--- config.mk ---
export PLATFORM = sky130hd
export DESIGN_NAME = exe_mul_seq
export DESIGN_NICKNAME = d
export VERILOG_FILES = /design/src/rtl/exe_mul_seq_pkg.sv /design/src/rtl/mul_shift_add_dp.sv /design/src/rtl/exe_mul_seq.sv
export SDC_FILE = /design/constraint.sdc
export NUM_CORES = 1
export LEC_CHECK = 0
export ABC_AREA = 1
export ABC_CLOCK_PERIOD_IN_PS = 4500
export CORE_UTILIZATION = 26
export CTS_BUF_LIST = sky130_fd_sc_hd__clkbuf_8
export DETAILED_ROUTE_END_ITERATION = 16
export GPL_ROUTABILITY_DRIVEN = 0
export GPL_TIMING_DRIVEN = 0
export PLACE_DENSITY = 0.5
export SLEW_MARGIN = 5
export SYNTH_ARGS = -nofsm -noshare
export SYNTH_HDL_FRONTEND = slang
export SYNTH_SLANG_ARGS = --single-unit
--- constraint.sdc ---
create_clock -name clk -period 4.5 [get_ports clk]
set_input_delay 0.9 -clock clk [delete_from_list [all_inputs] [get_ports clk]]
set_output_delay 0.9 -clock clk [all_outputs]
set_load 0.1 [all_outputs]
--- src/rtl/exe_mul_seq_pkg.sv ---
// Shared definitions for the EXE-stage sequential multiplier.
//   mul_state_e   : multiplier FSM encoding (IDLE -> BUSY -> DONE -> IDLE)
//   MulWordLen    : default operand/result width
//   MulRegAddrLen : default register-file address width
package exe_mul_seq_pkg;

  localparam int unsigned MulWordLen    = 32;
  localparam int unsigned MulRegAddrLen = 5;

  typedef enum logic [1:0] {
    MulStIdle = 2'd0,
    MulStBusy = 2'd1,
    MulStDone = 2'd2
  } mul_state_e;

endpackage

--- src/rtl/mul_shift_add_dp.sv ---
// Shift-add multiplier datapath: multiplicand (A), multiplier (B) and accumulator
// registers plus the logic for one iteration.
//   clk, rst   : clock, asynchronous active-high reset
//   load       : A <= val1, B <= val2, acc <= 0
//   step       : one iteration: acc += A if B[0]; A <<= 1; B >>= 1
//   val1, val2 : operands to load
//   acc        : current accumulator
//   acc_next   : accumulator value the current step would produce
module mul_shift_add_dp #(
  parameter int unsigned WIDTH = 32
) (
  input  logic             clk,
  input  logic             rst,
  input  logic             load,
  input  logic             step,
  input  logic [WIDTH-1:0] val1,
  input  logic [WIDTH-1:0] val2,
  output logic [WIDTH-1:0] acc,
  output logic [WIDTH-1:0] acc_next
);

  logic [WIDTH-1:0] a_q, b_q, acc_q;

  // Carry out of the add is dropped: only the low WIDTH bits of the product matter.
  assign acc_next = b_q[0] ? (acc_q + a_q) : acc_q;
  assign acc      = acc_q;

  always_ff @(posedge clk or posedge rst) begin
    if (rst) begin
      a_q   <= '0;
      b_q   <= '0;
      acc_q <= '0;
    end else if (load) begin
      a_q   <= val1;
      b_q   <= val2;
      acc_q <= '0;
    end else if (step) begin
      a_q   <= a_q << 1;
      b_q   <= b_q >> 1;
      acc_q <= acc_next;
    end
  end

endmodule

--- src/rtl/exe_mul_seq.sv ---
// EXE-stage sequential multiplier fed by the ID->EXE pipeline register.
// Takes WIDTH shift-add iterations per multiply and stalls upstream meanwhile.
//   clk, rst    : clock, asynchronous active-high reset
//   mul_en      : MUL enable from ID2EXE (held high while stalled)
//   val1, val2  : multiplicand / multiplier
//   dest_in     : destination register
//   wb_en_in    : write-back enable
//   flush       : synchronous abort, dominates mul_en
//   stall       : freeze IF/ID/ID2EXE
//   mul_valid   : one-cycle result pulse
//   mul_result  : low WIDTH bits of val1*val2
//   mul_dest    : destination captured at start
//   mul_wb_en   : captured write-back enable, gated by mul_valid
module exe_mul_seq
  import exe_mul_seq_pkg::*;
#(
  parameter int unsigned WIDTH  = MulWordLen,
  parameter int unsigned ADDR_W = MulRegAddrLen
) (
  input  logic              clk,
  input  logic              rst,
  input  logic              mul_en,
  input  logic [WIDTH-1:0]  val1,
  input  logic [WIDTH-1:0]  val2,
  input  logic [ADDR_W-1:0] dest_in,
  input  logic              wb_en_in,
  input  logic              flush,
  output logic              stall,
  output logic              mul_valid,
  output logic [WIDTH-1:0]  mul_result,
  output logic [ADDR_W-1:0] mul_dest,
  output logic              mul_wb_en
);

  localparam int unsigned      CNT_W   = $clog2(WIDTH);
  localparam logic [CNT_W-1:0] CntLast = CNT_W'(WIDTH - 1);

  mul_state_e        state_q, state_d;
  logic [CNT_W-1:0]  cnt_q, cnt_d;
  logic [ADDR_W-1:0] dest_q;
  logic              wb_q;
  logic [WIDTH-1:0]  result_q;

  logic             dp_load, dp_step, res_load;
  logic [WIDTH-1:0] acc, acc_next;

  mul_shift_add_dp #(
    .WIDTH(WIDTH)
  ) u_dp (
    .clk      (clk),
    .rst      (rst),
    .load     (dp_load),
    .step     (dp_step),
    .val1     (val1),
    .val2     (val2),
    .acc      (acc),
    .acc_next (acc_next)
  );

  always_comb begin
    state_d   = state_q;
    cnt_d     = cnt_q;
    dp_load   = 1'b0;
    dp_step   = 1'b0;
    res_load  = 1'b0;
    mul_valid = 1'b0;
    unique case (state_q)
      MulStIdle: begin
        if (mul_en && !flush) begin
          dp_load = 1'b1;
          cnt_d   = '0;
          state_d = MulStBusy;
        end
      end
      MulStBusy: begin
        if (flush) begin
          state_d = MulStIdle;
        end else begin
          dp_step = 1'b1;
          cnt_d   = cnt_q + 1'b1;
          if (cnt_q == CntLast) begin
            // Final step: latch the completed product so it holds after DONE.
            res_load = 1'b1;
            state_d  = MulStDone;
          end
        end
      end
      MulStDone: begin
        // mul_en still shows the finished instruction here, so it is ignored.
        mul_valid = !flush;
        state_d   = MulStIdle;
      end
      default: state_d = MulStIdle;
    endcase
  end

  // Reset is folded in so stall is low during reset even while mul_en is held.
  assign stall = !rst && (((state_q == MulStIdle) && mul_en && !flush) ||
                          (state_q == MulStBusy));

  assign mul_result = result_q;
  assign mul_dest   = dest_q;
  assign mul_wb_en  = mul_valid && wb_q;

  always_ff @(posedge clk or posedge rst) begin
    if (rst) begin
      state_q  <= MulStIdle;
      cnt_q    <= '0;
      dest_q   <= '0;
      wb_q     <= 1'b0;
      result_q <= '0;
    end else begin
      state_q <= state_d;
      cnt_q   <= cnt_d;
      if (dp_load) begin
        dest_q <= dest_in;
        wb_q   <= wb_en_in;
      end
      if (res_load) begin
        result_q <= acc_next;
      end
    end
  end

endmodule

---- Word-level counts from Yosys, hierarchy flattened ----
Index checks and enable logic that the tools add are counted.
word-level totals
  register bits after elaboration ......... 141
  word-level logic and storage cells ...... 51
operators by class
  $add $sub $neg .......................... 2
  equal/unequal tests ..................... 6
  mux-type cells .......................... 22
  reductions and logical operators ........ 13
operators with widths
  operator                                                               number
  32-bit two-way mux                                                     7
  32-bit adder                                                           1
  5-bit two-way mux                                                      2
  5-bit case mux with 2 select lines                                     1
  1-bit two-way mux                                                      8
  2-bit two-way mux                                                      3
  5-bit by 1-bit adder with 5-bit output, second input constant          1
  5-bit equality test, second input constant                             1
  1-bit logical AND                                                      5
  2-bit != test, second input constant                                   2
  2-bit case mux with 2 select lines                                     1
  2-bit nonzero test                                                     2
  3-bit != test, second input constant                                   1
  3-bit AND reduction                                                    1
  2-bit by 1-bit equality test with 1-bit output, second input constant  1
  2-bit equality test, second input constant                             1
  1-bit logical NOT                                                      2
  2-bit logical NOT                                                      1
  2-bit AND reduction                                                    1
  1-bit logical OR                                                       1

---- Logic depth before layout (Yosys ltp) ----
Gate-level depths: netlist of the first run.
  depth in word-level cells ............... 5
  mapped depth ............................ 13

---- Cells and area by module ----
Synthesis of the first run repeated with hierarchy kept, for this count alone.
unflattened totals
  cell total of the unflattened synthesis .. 1213
  area total of the unflattened synthesis .. 8659.6 um^2
by module, submodules not included
  module            instances  cells each  area each (um^2)
  mul_shift_add_dp  1          1000        6779.0
  exe_mul_seq       1          213         1880.6

---- Worst setup path after synthesis of the first run ----
No wires, ideal clock.
  path type ............................... in2out
  start ................................... input flush
  end ..................................... output mul_wb_en
  arrival time ............................ 3.967 ns
  data required time ...................... 3.600 ns
  path slack .............................. -0.367 ns
  stages on the path ...................... 2
  path buffers ............................ 0
  cell sequence ........................... nor3_1 and2_1
on the way
  word-level cells in the longest chain between the ends .. 3
RTL lines
  what               RTL line            RTL
  start, declared    exe_mul_seq.sv:27   input logic flush,
  1-bit logical NOT  exe_mul_seq.sv:90   mul_valid = !flush;
  1-bit two-way mux  exe_mul_seq.sv:67   unique case (state_q)
  1-bit logical AND  exe_mul_seq.sv:103  assign mul_wb_en = mul_valid && wb_q;
  end, declared      exe_mul_seq.sv:32   output logic mul_wb_en
Every way passes these cells.

---- Worst setup path in the final report of the first run ----
  start ................................... input flush
  end ..................................... output stall
on the way
  word-level cells in the longest chain between the ends .. 4
RTL lines
  what               RTL line           RTL
  1-bit logical NOT  exe_mul_seq.sv:98  assign stall = !rst && (((state_q == MulStIdle) && mul_en && !flush) ||
  1-bit logical AND  exe_mul_seq.sv:98
  1-bit logical OR   exe_mul_seq.sv:98
  1-bit logical AND  exe_mul_seq.sv:98
  end, declared      exe_mul_seq.sv:28  output logic stall,
Every way passes these cells.

==> results of run 1 <==
## final cells by class
type / count / area, um2
Inverter: 185 / 698
Multi-Input combinational cell: 825 / 4050
Fill cell: 3519 / 21200
Clock buffer: 17 / 234
Tap cell: 435 / 544
Buffer: 43 / 236
Clock inverter: 15 / 211
Timing Repair Buffer: 117 / 1210
Sequential cell: 141 / 3530
## power by group through the flow
stage                     clock (mW)  combinational (mW)  sequential (mW)
after floorplan                    0                1.68             1.77
after global placement             0                2.34             1.75
after detailed placement           0                2.37             1.75
after CTS                       1.21                2.39             1.73
after global routing            1.26                2.72             1.76
final                           1.19                2.39             1.73
## cell families (layout without fill, tap and decap cells)
logic type,Yosys count,after routing
flops,141,141
compound gates,190,190
simple gates,586,586
buf+inv,228,377
xor+xnor,15,15
fa+ha+maj,34,34
## state kept, by name (all words and copies together), names as in the netlist
signal	cells
wb_q	1
state_q	2
u_dp.b_q	32
u_dp.a_q	32
u_dp.acc	32
mul_result	32
mul_dest	5
cnt_q	5
## critical path, cell delays in order
cell	delay, ns
clkdlybuf4s50_1	0.53
inv_2	0.11
nand3_2	0.24
clkbuf_1	0.35
buf_2	0.29
a21oi_1	0.23
clkbuf_2	0.50
## what timing repair did
action	CTS	global route
setup endpoints to repair	1	1
hold buffers	0	0
hold endpoints to repair	0	0
gates resized for setup	1	2
## metal layers
layer  wire length, um  vias up  GRT usage [%]  part of all wire (%)
met5                 0        -              0                     0
met4               472        0           4.67                   1.8
met3              1270       24           3.28                   4.7
met2             12300      181           27.2                    46
met1             12700     3668           22.4                    47
li1                  -     4079              -                     -
## final timing paths
check	end	slack, ns	cells past startpoint	from
worst max-delay path	stall	0.43	7	flush
worst min-delay path	wb_q	0.48	2	wb_q
worst max register to register	mul_result[24]	2.15	12	u_dp.acc[0]
worst min register to register	wb_q	0.48	2	wb_q
max in group asynchronous	u_dp.a_q[17]	2.98	4	rst
min in group asynchronous	u_dp.b_q[15]	0.79	2	rst
## through the flow
step	area [um2]	util, %	hold WS (ns)
6_report	10700	33.6	0.480
3_3_place_gp	10200	31.9	0.458
4_1_cts	10700	33.6	0.487
2_1_floorplan	8510	-	0.441
3_5_place_dp	10300	32.2	0.463
5_1_grt	10700	33.6	0.514
## layout by cell type, fill, tap and decap left out, types with 2 or more instances in the layout
cell	count
xnor2_1	9
or2_2	17
o22ai_1	19
bufinv_16	4
buf_4	2
nor2_4	2
clkbuf_8	17
buf_12	4
o221ai_1	16
clkinv_4	3
buf_6	8
a21oi_1	32
nand4_1	3
nand2_1	392
buf_1	2
clkbuf_1	25
ha_1	33
buf_2	6
nor2_1	68
inv_1	179
inv_2	5
o21ai_1	11
clkinvlp_4	4
o21ai_0	102
dfrtp_1	141
o21bai_1	3
nor3_1	6
o211ai_1	5
nand3_1	94
inv_6	3
clkdlybuf4s50_1	112
xor2_1	6
==> impl_metrics.env, run 1 <==
export IMPL_ys_ff_latch=141
export IMPL_synth_area_um2=8500
export IMPL_drt_iter0_markers=519
export IMPL_p_switching_mw=2.32
export IMPL_total_leakage_power_nw=5.47
export IMPL_crit_path_max_fanout=10
export IMPL_clkPwrFrac_pct=22.4
export IMPL_cp_data_arrival_time_ns=3.17
export IMPL_synth_most_common_cell="nand2_1"
export IMPL_netlist_instances=1194
export IMPL_firstDrtPassIters=5
export IMPL_wl_per_cell_um=15.1
export IMPL_start_util_pct=26.7
export IMPL_synthArstFlopShare_pct=100
export IMPL_fp_dieH_um=183
export IMPL_root_buffer="clkbuf_8"
export IMPL_postCtsSetupBuffers=0
export IMPL_cts_buffers=17
export IMPL_synth_fa_ha_area_share_pct=5.09
export IMPL_avgSynthCellArea_um2=7.12
export IMPL_core_um2=31900
export IMPL_place_ws_ns=-0.245
export IMPL_power_internal_mw=2.98
export IMPL_hpwl_mm=20.8
export IMPL_ant_nets=0
export IMPL_dp_cells=1746
export IMPL_fin_cells=1778
export IMPL_synth_edf_count=0
export IMPL_outcome="finished clean"
export IMPL_drv_slew=0
export IMPL_finalHoldViolCount=0
export IMPL_period_needed_ns=4.07
export IMPL_irDropWorstVdd_v=0.000209
export IMPL_fin_skew_ns=0.0153
export IMPL_synth_mux_area_share_pct=0
export IMPL_synth_warnings=0
export IMPL_seq_area_frac_synth_pct=41.5
export IMPL_num_vias=7952
export IMPL_die_width_um=183
export IMPL_drc=0
export IMPL_crit_type="in -> out"
export IMPL_drive_gt1_share_pct=6.03
export IMPL_vias_per_cell=4.47
export IMPL_grt_pass1_vias=7949
export IMPL_clock_latency_ns=0.47
export IMPL_ys_types=31
export IMPL_totalWireLength_mm=26.8
export IMPL_htree_levels=4
export IMPL_ios=114
export IMPL_cts_tree="built"
export IMPL_nets=1438
export IMPL_grt_pass1_wl_mm=43.1
export IMPL_numPortBuffers=113
export IMPL_finalCritPeriodShare_pct=90.4
export IMPL_yosys_area_share_simple_pct=28.4
export IMPL_fp_row_count=65
export IMPL_syn_num_nets=1302
export IMPL_netSwitchingFraction_pct=43.7
export IMPL_tightest_slew_ns=1.04
export IMPL_fmax_mhz=246
export IMPL_power_mw=5.30
export IMPL_cts_buffer_depth=2
export IMPL_synth_xor_area_share_pct=1.55
export IMPL_n_antenna_cell=0
export IMPL_rsz0062_at_grt="no"
export IMPL_maxCapViolCount=0
export IMPL_p_per_area_nw_per_um2=495
export IMPL_die_area_um2=33400
export IMPL_worst_slack_ns=0.433
export IMPL_syn2layout_area_growth_pct=25.9
export IMPL_ys_top_cells_by_count="nand2_1, inv_1, dfrtp_1, o21ai_0, nand3_1"
export IMPL_clock_sinks=141
export IMPL_combPwrFrac_pct=45.1
export IMPL_setup_violations=0
export IMPL_synth_compound_area_share_pct=12.5
export IMPL_netlist_area_leader_share_pct=41.5
export IMPL_hp_class="reg -> reg"
export IMPL_end_kind="output pin"
export IMPL_slew_headroom_pct=30.5
export IMPL_antenna_found_initial=0
export IMPL_seqPwrFrac_pct=32.6
export IMPL_ys_flop_type="dfrtp_1"
export IMPL_cts_clk_slew_worst_paths_ns=0.08
export IMPL_synth_area_leaders="dfrtp_1, nand2_1, inv_1"
export IMPL_grt_total_usage_pct=16.7
export IMPL_crit_required_ns=3.60
export IMPL_cp_start_kind="primary input"
export IMPL_overflow=0
export IMPL_synth_top_family_by_area="simple AND/OR/NAND/NOR gates"
export IMPL_synth_top_area_cell="dfrtp_1"
export IMPL_tns_ns=0
export IMPL_grt_max_degree=38
Power figures use the tool's default switching activity.
==> run 2: changes to the inputs <==
CORE_MARGIN = 5   (was default)
==> impl_metrics.env, run 2 (synthesized netlist as in run 1, its figures left out) <==
export IMPL_outcome="finished clean"
export IMPL_antenna_found_initial=0
export IMPL_final_cell_mix="nand2_1, inv_1, dfrtp_1"
export IMPL_drt_met1_wl_mm=13.0
export IMPL_drv_slew=0
export IMPL_dp_cells=1753
export IMPL_fin_cells=1785
export IMPL_worst_slack_ns=0.511
export IMPL_cts_clk_slew_worst_paths_ns=0.09
export IMPL_period_needed_ns=3.99
export IMPL_layout_commonest_cell="nand2_1"
export IMPL_clkPwrFrac_pct=20.8
export IMPL_nFillCells=3565
export IMPL_syn2layout_area_growth_pct=25.5
export IMPL_crit_family="buffers and inverters"
export IMPL_cp_slowest_stage_delay_ns=0.53
export IMPL_drt_iter0_markers=488
export IMPL_rrSetupSlack_ns=2.11
export IMPL_vias_per_cell=4.46
export IMPL_top_layer_used="met4"
export IMPL_die_width_um=191
export IMPL_totalWireLength_mm=27.7
export IMPL_tightest_slew_ns=1.04
export IMPL_grt_max_degree=38
export IMPL_wl_per_cell_um=15.5
export IMPL_fmax_mhz=251
export IMPL_finalHoldViolCount=0
export IMPL_met2_length_mm=12.8
export IMPL_total_leakage_power_nw=5.45
export IMPL_regArea_um2=3530
export IMPL_die_area_um2=36400
export IMPL_core_um2=32400
export IMPL_crit_required_ns=3.60
export IMPL_tns_ns=0
export IMPL_setup_violations=0
export IMPL_hp_class="reg -> reg"
export IMPL_cts_buffer_depth=2
export IMPL_end_kind="output pin"
export IMPL_cp_slowest_cell="clkdlybuf4s50_1"
export IMPL_finalCritPeriodShare_pct=88.6
export IMPL_utilization_pct=33.0
export IMPL_place_ws_ns=-0.204
export IMPL_clock_sinks=141
export IMPL_root_buffer="clkbuf_8"
export IMPL_fp_dieH_um=191
export IMPL_start_util_pct=26.3
export IMPL_p_per_area_nw_per_um2=487
export IMPL_crit_path_max_fanout=10
export IMPL_n_antenna_cell=0
export IMPL_htree_levels=4
export IMPL_ant_nets=0
export IMPL_power_internal_mw=2.83
export IMPL_cp_buffers_inverters=5
export IMPL_maxCapViolCount=0
export IMPL_fin_skew_ns=0.0164
export IMPL_cp_data_arrival_time_ns=3.09
export IMPL_crit_type="in -> out"
export IMPL_slew_headroom_pct=30.4
export IMPL_ios=114
export IMPL_fp_row_count=66
export IMPL_numPortBuffers=113
export IMPL_hpwl_mm=21.6
export IMPL_multi_input_area_um2=4050
export IMPL_cts_buffers=17
export IMPL_overflow=0
export IMPL_holdWs_ns=0.485
export IMPL_grt_pass1_wl_mm=43.9
export IMPL_cp_start_kind="primary input"
export IMPL_irDropWorstVdd_v=0.000194
export IMPL_cts_tree="built"
export IMPL_crit_path_cell_trace="clkdlybuf4s50_1 -> inv_2 -> nand3_2 -> clkbuf_1 -> buf_2 -> a21oi_1 -> clkbuf_2"
export IMPL_nets=1438
export IMPL_clock_latency_ns=0.47
export IMPL_drive_gt1_share_pct=6.03
export IMPL_grt_total_usage_pct=15.3
export IMPL_seqPwrFrac_pct=33.3
export IMPL_rsz0062_at_grt="no"
export IMPL_drc=0
export IMPL_combPwrFrac_pct=45.9
export IMPL_wl_met3_mm=1.49
export IMPL_grt_pass1_vias=7917
export IMPL_netSwitchingFraction_pct=45.4
export IMPL_num_vias=7964
export IMPL_p_switching_mw=2.36
export IMPL_firstDrtPassIters=5
## run 2: cell count changes in the layout (fill, tap and decap cells not counted)
cell,delta
inv_6,+1
clkinv_4,-2
clkinv_8,+1
clkinv_2,-1
bufinv_16,-3
inv_8,+4
## run 2: final timing paths
kind / start / cells past startpoint / end
setup / recovery: flush / 7 / stall
hold / removal: mul_result[25] / 2 / mul_result[25]
setup reg to reg: u_dp.acc[0] / 12 / u_dp.acc[20]
hold reg to reg: mul_result[25] / 2 / mul_result[25]
max in group asynchronous: rst / 4 / u_dp.a_q[17]
min in group asynchronous: rst / 2 / cnt_q[4]
## run 2: through the flow
stage | total power [mW] | area (um2)
after floorplan | 3.44 | 8510
after global placement | 4.09 | 10200
after detailed placement | 4.12 | 10300
after CTS | 5.23 | 10700
after global routing | 5.62 | 10700
final | 5.20 | 10700
## run 2: timing repair
item / in CTS / in global routing
resized for setup: 1 / 2
hold buffers: 0 / 0
buffers inserted: 0 / 0
setup endpoints to repair: 1 / 1
## run 2: power groups by stage
stage / clock network [mW] / logic, mW / registers (mW)
4_1_cts: 1.11 / 2.38 / 1.73
5_1_grt: 1.17 / 2.69 / 1.76
3_3_place_gp: 0 / 2.34 / 1.75
2_1_floorplan: 0 / 1.68 / 1.77
3_5_place_dp: 0 / 2.37 / 1.75
6_report: 1.08 / 2.38 / 1.73
## run 2: layout make-up
cell class | instances | area share [%]
inverters | 185 | 6.54
plain buffers | 43 | 2.22
flip-flops and latches | 141 | 33.1
multi-input cells | 825 | 37.9
clock buffers | 17 | 2.19
well taps | 442 | 5.18
clock inverters | 15 | 1.58
repair buffers | 117 | 11.3
## run 2: worst reg2reg max path: stages (launching register included)
cell,delay [ns]
dfrtp_1,0.39
ha_1,0.26
fa_1,0.47
nand3_1,0.12
nand3_1,0.15
nand3_1,0.12
nand3_1,0.20
nand2_1,0.15
nand2_1,0.06
nand2_1,0.05
nand3_1,0.13
nand3_1,0.12
o21ai_1,0.06
## run 2: metal layers
metal | vias to the layer above | global-route usage (%)
met4 | 0 | 3.98
met1 | 3679 | 20.8
met3 | 34 | 3.55
met5 | - | 0
met2 | 183 | 24.7
li1 | 4068 | -
==> run 3: changes to the inputs <==
SLEW_MARGIN = 20   (was 5)
==> impl_metrics.env, run 3 (synthesized netlist as in run 1, its figures left out) <==
export IMPL_die_width_um=191
export IMPL_overflow=0
export IMPL_holdPathStages=2
export IMPL_cts_buffer_depth=2
export IMPL_grt_max_degree=33
export IMPL_num_vias=8001
export IMPL_r2r_cells=12
export IMPL_antenna_found_initial=0
export IMPL_n_antenna_cell=0
export IMPL_layout_commonest_cell="nand2_1"
export IMPL_firstDrtPassIters=5
export IMPL_final_cell_area_um2=10700
export IMPL_ios=114
export IMPL_root_buffer="clkbuf_8"
export IMPL_vias_per_cell=4.48
export IMPL_core_um2=32400
export IMPL_cp_start_kind="primary input"
export IMPL_combPwrFrac_pct=45.5
export IMPL_hp_class="reg -> reg"
export IMPL_htree_levels=4
export IMPL_cp_data_arrival_time_ns=3.10
export IMPL_cts_hold_buf=0
export IMPL_cts_tree="built"
export IMPL_crit_path_max_fanout=10
export IMPL_numPortBuffers=113
export IMPL_nFillCells=3570
export IMPL_drt_iter0_markers=537
export IMPL_nets=1438
export IMPL_die_area_um2=36400
export IMPL_netSwitchingFraction_pct=44.9
export IMPL_fp_dieH_um=191
export IMPL_final_cell_mix="nand2_1, inv_1, dfrtp_1"
export IMPL_drv_slew=0
export IMPL_crit_required_ns=3.60
export IMPL_drive_gt1_share_pct=6.03
export IMPL_fin_skew_ns=0.0137
export IMPL_tns_ns=0
export IMPL_wl_per_cell_um=15.5
export IMPL_multi_input_area_um2=4050
export IMPL_totalWireLength_mm=27.6
export IMPL_clock_latency_ns=0.47
export IMPL_slew_headroom_pct=29.5
export IMPL_rsz0062_at_grt="no"
export IMPL_crit_type="in -> out"
export IMPL_fmax_mhz=250
export IMPL_seqPwrFrac_pct=33.1
export IMPL_clkPwrFrac_pct=21.4
export IMPL_power_internal_mw=2.88
export IMPL_cts_buffers=17
export IMPL_setup_violations=0
export IMPL_clock_sinks=141
export IMPL_cp_slowest_cell="clkdlybuf4s50_1"
export IMPL_maxCapViolCount=0
export IMPL_syn2layout_area_growth_pct=25.6
export IMPL_p_switching_mw=2.35
export IMPL_cp_slowest_stage_delay_ns=0.53
export IMPL_hpwl_mm=21.6
export IMPL_fp_row_count=66
export IMPL_tightest_slew_ns=1.05
export IMPL_grt_pass1_vias=7889
export IMPL_ant_nets=0
export IMPL_regArea_um2=3530
export IMPL_start_util_pct=26.3
export IMPL_finalHoldViolCount=0
export IMPL_place_area_um2=10300
export IMPL_p_per_area_nw_per_um2=490
export IMPL_period_needed_ns=4.00
export IMPL_irDropWorstVdd_v=0.000201
export IMPL_crit_path_cell_trace="clkdlybuf4s50_1 -> inv_2 -> nand3_2 -> clkbuf_1 -> buf_2 -> a21oi_1 -> clkbuf_2"
export IMPL_cts_clk_slew_worst_paths_ns=0.08
export IMPL_grt_pass1_wl_mm=43.6
export IMPL_total_leakage_power_nw=5.46
export IMPL_grt_total_usage_pct=15.2
export IMPL_finalCritPeriodShare_pct=88.9
export IMPL_outcome="finished clean"
export IMPL_end_kind="output pin"
export IMPL_drc=0
run 3: cell types whose count changed in the layout (fill, tap and decap cells not counted), sizes merged:
cell,before,now
clkinvlp,4,3
inv,193,192
bufinv,1,2
clkinv,2,3
run 3: path summary, 6_finish.rpt:
check	start	to	slack, ns
min	mul_result[22]	mul_result[22]	0.48
min reg2reg	mul_result[22]	mul_result[22]	0.48
max in group asynchronous	rst	u_dp.acc[15]	2.71
max reg2reg	u_dp.acc[0]	u_dp.acc[20]	2.14
min in group asynchronous	rst	u_dp.a_q[21]	0.96
max	flush	stall	0.50
run 3: what timing repair did:
item | in CTS | in global routing
hold endpoints to repair | 0 | 0
endpoints found under the setup margin | 1 | 1
resized for setup | 1 | 2
buffers inserted | 0 | 0
run 3: power groups by stage:
stage | clock network [mW] | registers [mW] | logic, mW
floorplan | 0 | 1.77 | 1.68
global placement | 0 | 1.75 | 2.34
detailed placement | 0 | 1.75 | 2.37
CTS | 1.15 | 1.73 | 2.38
global route | 1.19 | 1.76 | 2.68
finish | 1.12 | 1.73 | 2.38
run 3: layout make-up:
cell class              count  share of cell area (%)
multi-input cells         825                    37.9
flip-flops and latches    141                    33.0
repair buffers            117                    11.3
inverters                 185                    6.54
well taps                 442                    5.18
plain buffers              43                    2.21
clock buffers              17                    2.19
clock inverters            15                    1.66
run 3: stage by stage:
step                      std cells  utilization, %  setup slack, ns  hold WS [ns]  power [mW]
after floorplan                1194               -            0.588         0.441        3.44
after global routing           1785            33.0            0.347         0.510        5.64
final                          1785            33.0            0.499         0.484        5.23
after CTS                      1785            33.0           0.0657         0.491        5.26
after detailed placement       1753            31.7           -0.219         0.466        4.12
after global placement         1749            31.5           -0.208         0.458        4.09
run 3: metal layers:
layer  part of all wire, %  track usage [%]  vias to the layer above
met5                     0                0                        -
met4                   1.7             4.39                        0
met3                   4.1             2.76                       33
met2                    47             24.8                      167
met1                    48             20.8                     3730
li1                      -                -                     4071
run 3: critical path: cells and delay by family:
family	cells	cell delay [ns]
buf+inv	5	1.76
compound gates	1	0.20
simple gates	1	0.23
